## config.mk

```make
export PLATFORM = sky130hd
export DESIGN_NAME = sm_display
export DESIGN_NICKNAME = d
export VERILOG_FILES = /design/src/rtl/sm_display.sv
export SDC_FILE = /design/constraint.sdc
export NUM_CORES = 1
export LEC_CHECK = 0
export CELL_PAD_IN_SITES_DETAIL_PLACEMENT = 0
export CELL_PAD_IN_SITES_GLOBAL_PLACEMENT = 1
export CORE_MARGIN = 2
export CORE_UTILIZATION = 50
export CTS_BUF_LIST = sky130_fd_sc_hd__clkbuf_4 sky130_fd_sc_hd__clkbuf_8
export DETAILED_ROUTE_END_ITERATION = 7
export PLACE_DENSITY = 0.83
export SYNTH_ARGS = -nofsm -noshare
export SYNTH_HDL_FRONTEND = slang
export SYNTH_SLANG_ARGS = --single-unit
```

## constraint.sdc

```tcl
create_clock -name clk -period 5.7 [get_ports clk]
set_input_delay 0.57 -clock clk [delete_from_list [all_inputs] [get_ports clk]]
set_output_delay 0.57 -clock clk [all_outputs]
set_load 0.03 [all_outputs]
```

## src/rtl/sm_display.sv

```systemverilog
// Four-digit multiplexed seven-segment display for a signed 16-bit value.
// A sequential double-dabble converts the magnitude, and the scan runs independently of that conversion.
module sm_display #(
    parameter int REFRESH_DIV = 100000
) (
    input  logic        clk,
    input  logic        rst_n,
    input  logic        in_valid,
    output logic        in_ready,
    input  logic [15:0] mag,
    input  logic        sign,
    output logic [3:0]  an,
    output logic [6:0]  seg,
    output logic        dp,
    output logic        overflow
);

    typedef enum logic [1:0] {IDLE, CONV, LOAD} state_t;

    localparam int PW = $clog2(REFRESH_DIV);
    localparam logic [PW-1:0] PRESC_MAX = PW'(REFRESH_DIV - 1);
    localparam logic [6:0] SEG_BLANK = 7'b1111111;
    localparam logic [6:0] SEG_DASH  = 7'b0111111;

    state_t        state_q, state_d;
    logic [15:0]   shift_q, shift_d;
    logic [19:0]   bcd_q, bcd_d;
    logic [19:0]   adj;
    logic [4:0]    bitCnt_q, bitCnt_d;
    logic          sign_q, sign_d;
    logic [15:0]   dispBcd_q, dispBcd_d;
    logic          dispNeg_q, dispNeg_d;
    logic          ovf_q, ovf_d;
    logic [PW-1:0] presc_q, presc_d;
    logic [1:0]    idx_q, idx_d;
    logic [3:0]    an_q, an_d;
    logic [6:0]    seg_q, seg_d;

    function automatic logic [3:0] addThree(input logic [3:0] nib);
        return (nib >= 4'd5) ? nib + 4'd3 : nib;
    endfunction

    function automatic logic [6:0] glyph(input logic [3:0] nib);
        case (nib)
            4'd0:    return 7'b1000000;
            4'd1:    return 7'b1111001;
            4'd2:    return 7'b0100100;
            4'd3:    return 7'b0110000;
            4'd4:    return 7'b0011001;
            4'd5:    return 7'b0010010;
            4'd6:    return 7'b0000010;
            4'd7:    return 7'b1111000;
            4'd8:    return 7'b0000000;
            4'd9:    return 7'b0010000;
            default: return SEG_BLANK;
        endcase
    endfunction

    // Leading-zero blanking: tens/hundreds only light when a higher or equal digit is nonzero.
    function automatic logic [6:0] digitSeg(input logic [1:0] idx, input logic [15:0] bcd,
                                            input logic neg, input logic ovf);
        if (ovf) return SEG_DASH;
        case (idx)
            2'd0:    return glyph(bcd[3:0]);
            2'd1:    return (bcd[15:4] == 12'd0) ? SEG_BLANK : glyph(bcd[7:4]);
            2'd2:    return (bcd[15:8] == 8'd0)  ? SEG_BLANK : glyph(bcd[11:8]);
            default: return neg ? SEG_DASH : SEG_BLANK;
        endcase
    endfunction

    always_comb begin
        for (int i = 0; i < 5; i++) begin
            adj[4*i +: 4] = addThree(bcd_q[4*i +: 4]);
        end
    end

    always_comb begin
        state_d   = state_q;
        shift_d   = shift_q;
        bcd_d     = bcd_q;
        bitCnt_d  = bitCnt_q;
        sign_d    = sign_q;
        dispBcd_d = dispBcd_q;
        dispNeg_d = dispNeg_q;
        ovf_d     = ovf_q;
        in_ready  = 1'b0;
        case (state_q)
            IDLE: begin
                in_ready = 1'b1;
                if (in_valid) begin
                    shift_d  = mag;
                    sign_d   = sign;
                    bcd_d    = 20'd0;
                    bitCnt_d = 5'd0;
                    state_d  = CONV;
                end
            end
            CONV: begin
                bcd_d    = {adj[18:0], shift_q[15]};
                shift_d  = {shift_q[14:0], 1'b0};
                bitCnt_d = bitCnt_q + 5'd1;
                if (bitCnt_q == 5'd15) state_d = LOAD;
            end
            LOAD: begin
                // A value above 999 always has a nonzero thousands or ten-thousands digit.
                dispBcd_d = bcd_q[15:0];
                ovf_d     = |bcd_q[19:12];
                dispNeg_d = sign_q && (|bcd_q);
                state_d   = IDLE;
            end
            default: state_d = IDLE;
        endcase
    end

    always_comb begin
        presc_d = (presc_q == PRESC_MAX) ? '0 : presc_q + 1'b1;
        idx_d   = (presc_q == PRESC_MAX) ? idx_q + 2'd1 : idx_q;
        an_d    = ~(4'b0001 << idx_d);
        seg_d   = digitSeg(idx_d, dispBcd_q, dispNeg_q, ovf_q);
    end

    always_ff @(posedge clk or negedge rst_n) begin
        if (!rst_n) begin
            state_q   <= IDLE;
            shift_q   <= '0;
            bcd_q     <= '0;
            bitCnt_q  <= '0;
            sign_q    <= 1'b0;
            dispBcd_q <= '0;
            dispNeg_q <= 1'b0;
            ovf_q     <= 1'b0;
            presc_q   <= '0;
            idx_q     <= '0;
            an_q      <= 4'b1110;
            seg_q     <= 7'b1000000;
        end else begin
            state_q   <= state_d;
            shift_q   <= shift_d;
            bcd_q     <= bcd_d;
            bitCnt_q  <= bitCnt_d;
            sign_q    <= sign_d;
            dispBcd_q <= dispBcd_d;
            dispNeg_q <= dispNeg_d;
            ovf_q     <= ovf_d;
            presc_q   <= presc_d;
            idx_q     <= idx_d;
            an_q      <= an_d;
            seg_q     <= seg_d;
        end
    end

    assign an       = an_q;
    assign seg      = seg_q;
    assign dp       = 1'b1;
    assign overflow = ovf_q;

endmodule

```

* Yosys cells after proc, flatten, opt, wreduce, memory -nomap -nowiden *
Memories as Yosys holds them, arrays and structs flattened.
Cells that the tools add are included.

storage, ports and cells
  flip-flop bits (word level) = 92
  memory bits (read-only) = 336
  input port bits = 20
  output and inout bits = 14
  memories = 3

memory list
  name             depth  bits a word  read ports  clocked after Yosys merged registers in  write ports  RTL line  text
  (no name shown)  16     7            1           0                                        0            44        case (nib)
  (no name shown)  16     7            1           0                                        0            44
  (no name shown)  16     7            1           0                                        0            44

cells by class
  $add $sub $neg = 8
  order comparisons = 5
  eq/ne operators = 8
  shift operators = 1
  mux-type cells = 24
  bitwise logic cells = 1
  reductions and logical operators = 11

operator list
  kind                                                  number
  one-hot mux 20 bit (2 select lines)                   1
  two-way mux 7 bit                                     5
  one-hot mux 16 bit (2 select lines)                   1
  one-hot mux 7 bit (3 select lines)                    1
  >= comparator 4 x 3 -> 1 bit (second input constant)  5
  two-way mux 20 bit                                    1
  OR reduction 20 bit                                   1
  adder 17 x 1 -> 17 bit (second input constant)        1
  equality test 17 bit (second input constant)          1
  two-way mux 17 bit                                    1
  adder 4 x 2 -> 4 bit (second input constant)          4
  two-way mux 16 bit                                    1
  two-way mux 4 bit                                     4
  zero test 12 bit                                      1
  one-hot mux 5 bit (2 select lines)                    1
  zero test 8 bit                                       1
  OR reduction 8 bit                                    1
  two-way mux 2 bit                                     3
  AND reduction 2 bit                                   3
  adder 5 x 1 -> 5 bit (second input constant)          1
  equality test 5 x 4 -> 1 bit (second input constant)  1
  two-way mux 5 bit                                     1
  equality test 2 x 1 -> 1 bit (second input constant)  2
  equality test 2 bit (second input constant)           2
  other kinds (11)                                      14

* Longest topological paths before layout *
Gate-level depths: netlist (run 1).

  depth after elaboration = 5
  mapped depth = 7
  mapped depth without buffers = 7

* Least setup slack after synthesis (run 1) *
Ideal clock, no wire load.

  kind = register -> register
  start point = register presc_q[8]
  end point = register seg_q[3], in the netlist seg[3]
  setup time = 87 ps
  data arrival time = 2,062 ps
  data required time = 5,613 ps
  path slack = 3,552 ps
  cell stages (with the launch flop) = 6
  buffers on the path = 0
  period minus slack after synthesis = 2,148 ps
  cell sequence = dfrtp_1 -> or4b_4 -> or4_4 -> nor3_2 -> a2bb2o_1 -> o211ai_1

on the way
  word-level cells in the longest chain between the ends = 5
  elaborated cells on any way between the ends = 7
  classes of those cells = eq/ne: 3; mux: 3; reduce/logical: 1

ends and longest elaborated chain
  item                                         RTL line  text
  from (decl)                                  34        logic [PW-1:0] presc_q, presc_d;
  from (signal assigned)                       145       presc_q <= presc_d;
  equality test 17 bit *                       117       idx_d = (presc_q == PRESC_MAX) ? idx_q + 2'd1 : idx_q;
  two-way mux 2 bit *                          117
  equality test 2 bit (tied with other cells)  63        case (idx)
  one-hot mux 7 bit (3 select lines) *         63
  two-way mux 7 bit *                          63
  named net seg_d[3]                           37        logic [6:0] seg_q, seg_d;
  to (signal assigned)                         148       seg_q <= seg_d;
  to (decl)                                    37

The timed path passes the listed nets; every way through them passes the cells marked *.
A chain may end at the register's enable or synchronous reset.

* Worst setup path in the final report (run 1) *
  start point = input port in_valid
  end point = register bcd_q[11]

on the way
  word-level cells in the longest chain between the ends = 2

ends and longest elaborated chain
  item                             RTL line  text
  from (decl)                      8         input logic in_valid,
  inequality test 2 bit (no line)  n/a
  AND reduction 2 bit (no line)    n/a
  to (signal assigned)             126       bcd_q <= '0;
  to (signal assigned)             139       bcd_q <= bcd_d;
  to (decl)                        27        logic [19:0] bcd_q, bcd_d;

No other way between the ends.

==> results by group, run 1 <==
Layout
  – Ant. Diodes: 0
  – Area of the multi-input gates: 2470 um2
  – Layout overhead on the synthesized area: 12.4%
  – Fillers: between 800 and 900
  – Final #Nets: 604
  – Post-route cell area: between 5000 and 6000 um2
  – Share of cells above drive strength 1: 0.0755
  – Register area: 2310 um2
  – Final core occ: 0.575

Logic synthesis
  – Total nets after synthesis: 585
  – Synth area leader: dfrtp_1
  – Post-synth ARST share: 1.00
  – Seq cells post-synth: 92
  – Top_reg_cell synth: dfrtp_1
  – Number of synthesized flops with an enable pin: 0
  – Synth cell types: 53
  – Mapped Area: 4980 um2
  – Top-area cell type share of the netlist area: 0.442
  – Yosys warning total: 0
  – Post-synthesis sequential area ratio: 0.463
  – Most area-consuming cells after synthesis: dfrtp_1, ha_1, o21ai_0
  – Syn avg cell area: 9.36 um2
  – Cells after synthesis: 532

Timing
  – Slew HR: 0.321
  – Post-route setup TNS: 0 ns
  – Final worst path period share: 0.474
  – Count of final setup violators: 0
  – Final max-slew violation count: 0
  – Clock skew: ~0.016 ns
  – Worst Setup Slack, final: 3.00 ns
  – RSZ-0062 raised after global routing: false
  – Least-Margin Pin Slew: 1.02 ns
  – Final Hold Vio Count: 0
  – Min cycle time layout: 2.70 ns
  – Achievable Freq: 0.370 GHz

GRT
  – GR Overflow Total: 0
  – Initial antenna violation count: 0
  – Global Route Usage Sum: 0.204
  – First-pass GRT wire length: 18,000 um
  – Pin count of the biggest net entering global routing: 59
  – Vias in the first global route: 3,788

Setup path
  – Crit path max fanout: 37
  – Startpoint Class: input pin
  – CP endpoint kind: flop
  – Worst setup path class: in -> reg
  – Crit path DAT: a little under 3 ns
  – WP data required: 5.96 ns

Placed design
  – Post-DP Area: 5380 um2
  – I/O Buffers: 32
  – Place WS: 2.64 ns
  – Post-DP HPWL: around 7300 um
  – GP Congestion: roughly 0.86

Floorplan
  – Die width: 104 um
  – IO Pins: 34
  – Core area: 9730 um2
  – Die area: between 10,000 and 15,000 um2
  – Initial Util: 0.512
  – Die Y: 104 um
  – FP Rows: 36

Clocking
  – CTS tree: yes
  – CTS root buf: clkbuf_8
  – Clock-pin slew on the worst setup and hold paths: 0.10 ns
  – Post_cts resized: 0
  – H-Tree Depth: 3
  – Setup Fix Bufs, Post-CTS: 0
  – # hold bufs at CTS: 0
  – Skew-Pair Late Insertion Delay: 0.36 ns
  – Clock sinks: 92
  – Clock Path Buffers: 2
  – CTS Buf Count: 9

Detailed routing
  – WL final: 10,300 um
  – DR WL/cell: 14.9 um
  – Post-route ant nets: 0
  – Via Count: 3,798
  – DR iter-0 viols: roughly 180
  – Drt drc: 0
  – Drt via density: 5.51
  – Pre-antenna DRT Iters: 4

Status
  – Status: complete, no violations

Power and ir drop
  – Maximum VDD drop: 234 uV
  – Pleak: ~2.4 nW
  – Total power: ~2.3 mW
  – Power density cells: 417 nW/um2

Worst hold path
  – Hold Crit Class: in -> async

Run
  – Max Cap Viol: 0
## cells by family after synthesis
kind of cell	count (synthesis)	share of synthesized area
and+or+nand+nor	185	0.185
AOI/OAI and AO/OA	136	0.166
DFF	92	0.463
buffers and inverters	54	0.0417
adders and majority gates	33	0.0829
xor gates and xnor gates	21	0.0384
muxes	10	0.0221
other	1	0.000753
## flip-flops by register name (all words and copies together) (netlist names), 2 cells and up
register / flops
seg: 7
idx_q: 2
presc_q: 17
bcd_q: 20
state_q: 2
dispBcd_q: 16
bitCnt_q: 5
an: 4
shift_q: 16
## layout make-up
class	count	area share
multi-input cells	386	0.441
flip-flops and latches	92	0.412
repair buffers	33	0.0581
well taps	133	0.0297
clock buffers	9	0.0221
inverters	29	0.0194
clock inverters	7	0.0172
## power by group
group	leakage, nW	internal (mW)	switching, mW
logic	1.13	0.352	0.491
clock network	0.114	0.250	0.241
registers	1.11	0.824	0.175
## cells in the mapped netlist, drive strengths merged (2+ instances only)
library cell,instances
o211ai,6
nor3b,5
ha,33
o221ai,2
a21oi,33
nand2,40
and2,4
o21a,3
nand3,31
nor3,7
o21ai,49
dfstp,4
o31ai,9
xnor2,13
nor2b,7
buf,3
inv,29
nand2b,11
and3,2
mux2i,2
clkbuf,22
nor2,60
dfrtp,88
mux2,8
nand4bb,2
o22ai,15
a32o,5
nand4,5
or3b,2
xor2,8
nor4,4
a211oi,5
## path summary, 6_finish.rpt
kind                             startpoint      endpoint  slack [ns]  cells past startpoint
worst min register to register  presc_q[11]   presc_q[11]        0.49                      1
min in group clk                presc_q[11]   presc_q[11]        0.49                      1
worst min-delay path                  rst_n   shift_q[11]        0.16                      1
worst max register to register   state_q[0]     bcd_q[11]        3.21                      4
max in group asynchronous             rst_n  dispBcd_q[6]        4.46                      2
worst max-delay path               in_valid     bcd_q[11]        3.00                      5
## metrics by stage
step	std cells	hold WS [ns]
detailed placement	673	0.480
CTS	689	0.179
floorplan	532	0.274
global route	689	0.209
global placement	673	0.472
finish	689	0.163
## cell usage in the layout (no fill, tap or decap), types with 3 or more instances in the layout
cell type | netlist | layout
dfrtp_1 | 88 | 88
nor2_1 | 60 | 60
o21ai_0 | 49 | 49
nand2_1 | 40 | 40
a21oi_1 | 33 | 33
ha_1 | 33 | 33
nand3_1 | 31 | 31
clkdlybuf4s50_1 | 0 | 31
inv_1 | 29 | 29
o22ai_1 | 15 | 15
xnor2_1 | 12 | 12
nand2b_1 | 11 | 10
o31ai_1 | 9 | 9
clkbuf_8 | 0 | 9
xor2_1 | 8 | 8
mux2_2 | 8 | 8
nor3_1 | 6 | 6
nor2b_1 | 7 | 6
o211ai_1 | 6 | 6
nand4_1 | 5 | 5
nor3b_1 | 5 | 5
a211oi_1 | 5 | 5
a32o_1 | 5 | 5
and2_1 | 4 | 4
dfstp_2 | 4 | 4
nor4_1 | 3 | 3
o21a_1 | 3 | 3
## per-layer routing
metal,up-vias,global-route usage,wire (um)
met5,-,0,0
met4,0,0.0550,76
met3,8,0.0396,297
met2,49,0.328,4940
met1,1846,0.284,4960
li1,1895,-,-
## worst max-delay path, cell delays in order
cell	delay [ns]
clkdlybuf4s50_1	0.48
or3b_2	0.78
nand2_1	0.68
o31ai_1	0.19
a32o_1	0.25
Power figures use the tool's default switching activity.
==> inputs of run 2 (changes only) <==
--- a/config.mk
+++ b/config.mk
@@ -8,10 +8,10 @@
 export CELL_PAD_IN_SITES_DETAIL_PLACEMENT = 0
 export CELL_PAD_IN_SITES_GLOBAL_PLACEMENT = 1
 export CORE_MARGIN = 2
-export CORE_UTILIZATION = 50
+export CORE_UTILIZATION = 43
 export CTS_BUF_LIST = sky130_fd_sc_hd__clkbuf_4 sky130_fd_sc_hd__clkbuf_8
 export DETAILED_ROUTE_END_ITERATION = 7
-export PLACE_DENSITY = 0.83
+export PLACE_DENSITY = 0.75
 export SYNTH_ARGS = -nofsm -noshare
 export SYNTH_HDL_FRONTEND = slang
 export SYNTH_SLANG_ARGS = --single-unit
==> constraint.sdc (replaced) <==
create_clock -name clk -period 2.4 [get_ports clk]
set_input_delay 0.24 -clock clk [delete_from_list [all_inputs] [get_ports clk]]
set_output_delay 0.24 -clock clk [all_outputs]
set_load 0.03 [all_outputs]
==> run 2 against run 1 <==
Compared with the run above:
- clock power rose by 110%
- via count grew 0.37%
- critical path depth is 1 higher
- first-iteration DRC count increased by 17%
- combinational power grew 150%
- cell count rose by 3.6%
- non-clock buffer count is 15 higher
- die area rose by 16%
- total power increased by 130%
- sequential power rose by 130%
- critical path type is now reg -> reg
==> results by group, run 2 (synthesis results as in run 1) <==
Power and ir drop
  – Power density cells: 954 nW/um2
  – Sw Pwr: 2.17 mW
  – Internal: 3.30 mW
  – Pleak: 2.43 nW
  – Share of power burned in combinational logic: 0.382
  – Switching Fraction: 0.397
  – Clk pwr share: 0.189
  – Reg power frac: 0.428
  – Maximum VDD drop: ~900 uV

Timing
  – Post-route setup TNS: 0 ns
  – Min cycle time layout: 2.27 ns
  – Achievable Freq: 0.441 GHz
  – Slew HR: 0.550
  – Final worst path period share: 0.945
  – Count of final setup violators: 0
  – Final max-slew violation count: 0
  – Final Hold Vio Count: 0
  – Least-Margin Pin Slew: 0.673 ns
  – Clock skew: 0.00902 ns
  – RSZ-0062 raised after global routing: false

Setup path
  – Worst setup path class: reg -> reg
  – WP data required: around 2.7 ns
  – Crit path max fanout: 4
  – CP max-delay cell: or4b_4
  – Critical path buffers and inverters: 1
  – Slowest cell delay on critical path: 0.58 ns
  – Crit path DAT: roughly 2.6 ns
  – Top delay family on crit path: simple AND/OR/NAND/NOR gates
  – Worst path cell trace: or4b_4 > or4_4 > nor3_4 > buf_4 > nor2_1 > o221ai_1
  – Startpoint Class: flop
  – CP endpoint kind: flop

Run
  – Max Cap Viol: 0

Worst hold path
  – Hold Crit Class: in -> async

Clocking
  – H-Tree Depth: 3
  – Clock Path Buffers: 2
  – Skew-Pair Late Insertion Delay: 0.38 ns
  – Clock-pin slew on the worst setup and hold paths: 0.09 ns
  – CTS tree: yes
  – CTS root buf: clkbuf_8
  – CTS Buf Count: 9
  – Setup Fix Bufs, Post-CTS: 0
  – Clock sinks: 92

Layout
  – Ant. Diodes: 0
  – Commonest non-fill, non-tap cell in the layout: dfrtp_1
  – Largest registers: bcd_q: 20 flops, presc_q: 17 flops
  – Layout overhead on the synthesized area: 15.0%
  – Most flop-heavy register: bcd_q
  – Max reg flops: 20
  – Final #Nets: 619
  – Share of cells above drive strength 1: 0.102
  – Final core occ: 0.504
  – Most frequent cells in the layout: dfrtp_1, nor2_1, o21ai_0
  – Fillers: between 1,000 and 1,500

Placed design
  – I/O Buffers: 32
  – GP Congestion: 0.886
  – Post-DP HPWL: 7620 um

Floorplan
  – Die width: between 100 and 150 um
  – Initial Util: 0.438
  – Die Y: 112 um
  – Core area: 11,400 um2
  – FP Rows: 39
  – Die area: 12,500 um2
  – IO Pins: 34

Detailed routing
  – DR iter-0 viols: between 200 and 250
  – Drt drc: 0
  – DR WL/cell: 15.0 um
  – Via Count: between 3,000 and 4,000
  – Drt via density: 5.34
  – Pre-antenna DRT Iters: 4
  – WL final: 10,700 um
  – Post-route ant nets: 0

GRT
  – First-pass GRT wire length: 18,800 um
  – Vias in the first global route: between 3,000 and 4,000
  – GR Overflow Total: 0
  – Pin count of the biggest net entering global routing: 58
  – Initial antenna violation count: 0
  – Global Route Usage Sum: 0.185

Status
  – Status: complete, no violations
[run 2: power by group through the flow]
| stage | sequential, mW | clock (mW) | combinational (mW) |
|---|---|---|---|
| floorplan | 2.25 | 0 | 1.63 |
| global placement | 2.36 | 0 | 2.05 |
| detailed placement | 2.37 | 0 | 2.10 |
| CTS | 2.34 | 1.06 | 2.12 |
| global route | 2.41 | 1.13 | 2.43 |
| finish | 2.34 | 1.03 | 2.09 |
[run 2: area by class of cell]
| cell class | instances | area [um2] | share of cell area |
|---|---|---|---|
| Tap cell | 143 | 179 | 0.0312 |
| Timing Repair Buffer | 48 | 453 | 0.0791 |
| Sequential cell | 92 | 2310 | 0.403 |
| Inverter | 29 | 109 | 0.0190 |
| Clock buffer | 12 | 159 | 0.0277 |
| Clock inverter | 4 | 31.3 | 0.00546 |
| Multi-Input combinational cell | 386 | 2490 | 0.435 |
[run 2: path summary, 6_finish.rpt]
check	start	end	slack [ns]	depth (start not counted)
max in group asynchronous	rst_n	an[3]	1.28	3
min in group clk	mag[0]	shift_q[0]	0.41	3
worst min register to register	bitCnt_q[3]	bitCnt_q[3]	0.49	1
worst max-delay path	presc_q[8]	seg[1]	0.13	6
worst min-delay path	rst_n	presc_q[11]	0.40	2
worst max register to register	presc_q[8]	seg[1]	0.13	6
[run 2: per-stage QoR]
| stage | worst slack, ns | cell area, um2 | std cells | power, mW | hold WS (ns) |
|---|---|---|---|---|---|
| after floorplan | 0.252 | 4980 | 532 | 3.88 | -0.0556 |
| after global placement | 0.144 | 5510 | 697 | 4.41 | 0.296 |
| after detailed placement | 0.138 | 5510 | 697 | 4.47 | 0.297 |
| after CTS | 0.101 | 5710 | 714 | 5.52 | 0.405 |
| after global routing | 0.00781 | 5730 | 714 | 5.97 | 0.405 |
| final | 0.132 | 5730 | 714 | 5.47 | 0.405 |
[run 2: per-layer routing]
metal  global-route usage  up-vias  wire length [um]  part of all wire
li1                     -     1927                 -                 -
met2                0.293       43              4980              0.46
met1                0.259     1826              5300              0.49
met3               0.0267       16               215             0.020
met5                    0        -                 0                 0
met4               0.0749        0               234             0.022
[run 2: timing repair]
item                                   4_1_cts  5_1_grt
resized for setup                            0        3
hold buffers                                 1        0
setup endpoints to repair                    0        4
endpoints found under the hold margin       45        0
==> inputs of run 3 (changes only) <==
--- a/config.mk
+++ b/config.mk
@@ -5,10 +5,11 @@
 export SDC_FILE = /design/constraint.sdc
 export NUM_CORES = 1
 export LEC_CHECK = 0
+export ABC_AREA = 1
 export CELL_PAD_IN_SITES_DETAIL_PLACEMENT = 0
 export CELL_PAD_IN_SITES_GLOBAL_PLACEMENT = 1
 export CORE_MARGIN = 2
-export CORE_UTILIZATION = 43
+export CORE_UTILIZATION = 42
 export CTS_BUF_LIST = sky130_fd_sc_hd__clkbuf_4 sky130_fd_sc_hd__clkbuf_8
 export DETAILED_ROUTE_END_ITERATION = 7
 export PLACE_DENSITY = 0.75
==> run 3 against run 2 <==
Compared with the run above:
- die area is 3.1% higher
- highest routed layer unchanged
- cell count is 9.2% higher
- core utilization shrank 0.85 points
- total power increased by 15%
- sequential share of layout area did not move
- wire length down 5.1%
- combinational power increased by 35%
- critical path type is now reg -> out
- non-clock buffer count down 7
- area after synthesis is 0.78% higher
- register-to-register slack improved by 0.53 ns
- setup slack improved by 0.38 ns
- fmax grew 20%
==> results by group, run 3 <==
Status
  – Status: complete, no violations

Logic synthesis
  – Number of synthesized flops with an enable pin: 0
  – Count leader, synth: nand2_1
  – Top-area cell type share of the netlist area: 0.439
  – Post-synth ARST share: 1.00
  – Syn avg cell area: 8.44 um2
  – Yosys warning total: 0
  – Synth cell count leaders: nand2_1, inv_1, dfrtp_1
  – Seq cells post-synth: 92
  – Synth area leader: dfrtp_1
  – Cells after synthesis: 595
  – Mapped Area: 5020 um2
  – Total nets after synthesis: 648
  – Synth cell types: 40
  – Top_reg_cell synth: dfrtp_1
  – Post-synthesis sequential area ratio: 0.460
  – Most area-consuming cells after synthesis: dfrtp_1, ha_1, nand2_1

Power and ir drop
  – Share of power burned in combinational logic: 0.451
  – Reg power frac: 0.382
  – Power density cells: between 1000 and 1500 nW/um2
  – Pleak: ~2.8 nW
  – Switching Fraction: 0.422
  – Clk pwr share: 0.167
  – Internal: roughly 3.6 mW
  – Maximum VDD drop: 597 uV
  – Sw Pwr: 2.64 mW

Clocking
  – Skew-Pair Late Insertion Delay: 0.37 ns
  – Clock Path Buffers: 2
  – Post_cts resized: 0
  – CTS root buf: clkbuf_8
  – Clock sinks: between 90 and 100
  – CTS Buf Count: 9
  – H-Tree Depth: 3
  – CTS tree: yes
  – Clock-pin slew on the worst setup and hold paths: ~0.09 ns

Setup path
  – R2R Setup Slk: between 0.6 and 0.7 ns
  – CP endpoint kind: output port
  – Crit path max fanout: 4
  – WP data required: about 2.2 ns
  – Worst setup path class: reg -> out
  – Startpoint Class: flop
  – Crit path DAT: between 1.5 and 2 ns

Layout
  – Layout overhead on the synthesized area: 14.1%
  – Most frequent cells in the layout: nand2_1, inv_1, dfrtp_1
  – Area of the multi-input gates: 2290 um2
  – Share of cells above drive strength 1: 0.102
  – Max reg flops: 20
  – Largest registers: bcd_q: 20 flops, presc_q: 17 flops
  – Register area: 2310 um2
  – Commonest non-fill, non-tap cell in the layout: nand2_1
  – Most flop-heavy register: bcd_q
  – Fillers: 1,117
  – Ant. Diodes: 0
  – Post-route cell area: ~5700 um2
  – Final #Nets: 686

Timing
  – Min cycle time layout: 1.88 ns
  – Final Hold Vio Count: 0
  – Count of final setup violators: 0
  – Final worst path period share: 0.785
  – RSZ-0062 raised after global routing: false
  – Achievable Freq: 0.531 GHz
  – Post-route setup TNS: 0 ns
  – Clock skew: 0.00900 ns
  – Final max-slew violation count: 0

Worst hold path
  – Hold Crit Class: in -> async

Detailed routing
  – Post-route ant nets: 0
  – DR WL/cell: ~13 um
  – Pre-antenna DRT Iters: 5
  – Via Count: a little under 4,000
  – Drt drc: 0
  – DR iter-0 viols: 176
  – Drt via density: around 5.1
  – WL final: 10,200 um

Placed design
  – Post-DP Area: 5530 um2
  – GP Congestion: roughly 0.86
  – Post-DP HPWL: 7380 um
  – I/O Buffers: 32

Floorplan
  – Die Y: roughly 110 um
  – Die area: about 13,000 um2
  – Die width: 113 um
  – Initial Util: 0.434
  – Core area: 11,600 um2
  – IO Pins: 34
  – FP Rows: 39

GRT
  – Pin count of the biggest net entering global routing: 39
  – GR Overflow Total: 0
  – Vias in the first global route: about 3,900
  – First-pass GRT wire length: 18,000 um
  – Initial antenna violation count: 0
  – Global Route Usage Sum: 0.175

Run
  – Max Cap Viol: 0
==> run 3: cell count changes in the layout (fill, tap and decap cells not counted), moves of 7 or more <==
cell | previous run | this run
buf_4 | 15 | 8
o31ai_1 | 9 | 2
o22ai_1 | 15 | 25
nor2_1 | 60 | 48
mux2_2 | 8 | 1
xnor2_1 | 12 | 2
inv_1 | 29 | 91
nor2_2 | 0 | 7
o21ai_0 | 49 | 58
nand2b_1 | 10 | 0
nand2_1 | 40 | 92
a21oi_1 | 33 | 42
nand2_2 | 0 | 7
==> run 3: kinds of logic after synthesis <==
logic type	share of synthesized area
multiplexers	0.00224
XOR/XNOR	0.0209
buffers and inverters	0.0838
adder cells (fa/ha/maj)	0.0823
AO/OA/AOI/OAI	0.153
other	0.000747
AND/OR/NAND/NOR	0.197
flip-flops	0.460
==> run 3: cell type report <==
cell class,instances,share of cell area
Inverter,95,0.0627
Clock buffer,11,0.0242
Clock inverter,4,0.00896
Multi-Input combinational cell,394,0.400
Timing Repair Buffer,41,0.0699
Sequential cell,92,0.403
Tap cell,143,0.0312
==> run 3: through the flow <==
stage                     instances  hold slack (ns)  setup WS [ns]   util  power, mW
after CTS                       780            0.377          0.473  0.495       6.36
after detailed placement        764            0.250          0.659  0.478       5.27
after global routing            780            0.409          0.402  0.495       6.96
after global placement          764            0.240          0.709  0.478       5.20
after floorplan                 595          -0.0556          0.778      -       4.48
final                           780            0.376          0.515  0.495       6.27
==> run 3: power groups by stage <==
stage          logic, mW  clock network [mW]  registers, mW
2_1_floorplan       2.11                   0           2.38
6_report            2.83                1.05           2.39
3_3_place_gp        2.79                   0           2.40
3_5_place_dp        2.84                   0           2.42
4_1_cts             2.86                1.10           2.40
5_1_grt             3.33                1.16           2.47
==> run 3: per-layer routing <==
metal  vias to the layer above  routed length (um)  track usage
met1                      1844                4950        0.234
li1                       2015                   -            -
met4                         0                 268       0.0862
met2                        66                4680        0.279
met3                        20                 280       0.0289
met5                         -                   0            0
==> run 3: worst paths after layout <==
check | cells past startpoint | start | end
max | 2 | state_q[0] | in_ready
min | 2 | rst_n | presc_q[13]
max reg2reg | 10 | presc_q[0] | seg[5]
min reg2reg | 1 | idx_q[1] | an[3]
max in group asynchronous | 3 | rst_n | bcd_q[4]
min in group clk | 2 | sign | sign_q
==> run 3: what timing repair did <==
| item | CTS | global route |
|---|---|---|
| endpoints found under the hold margin | 32 | 0 |
| endpoints found under the setup margin | 0 | 0 |
| hold buffers | 1 | 0 |
| buffers inserted | 0 | 0 |
==> run 3: critical path, cell delays in order, from the launching register on <==
cell and delay (ns):
dfrtp_1 0.39, nor2_2 0.18, clkdlybuf4s50_1 0.70
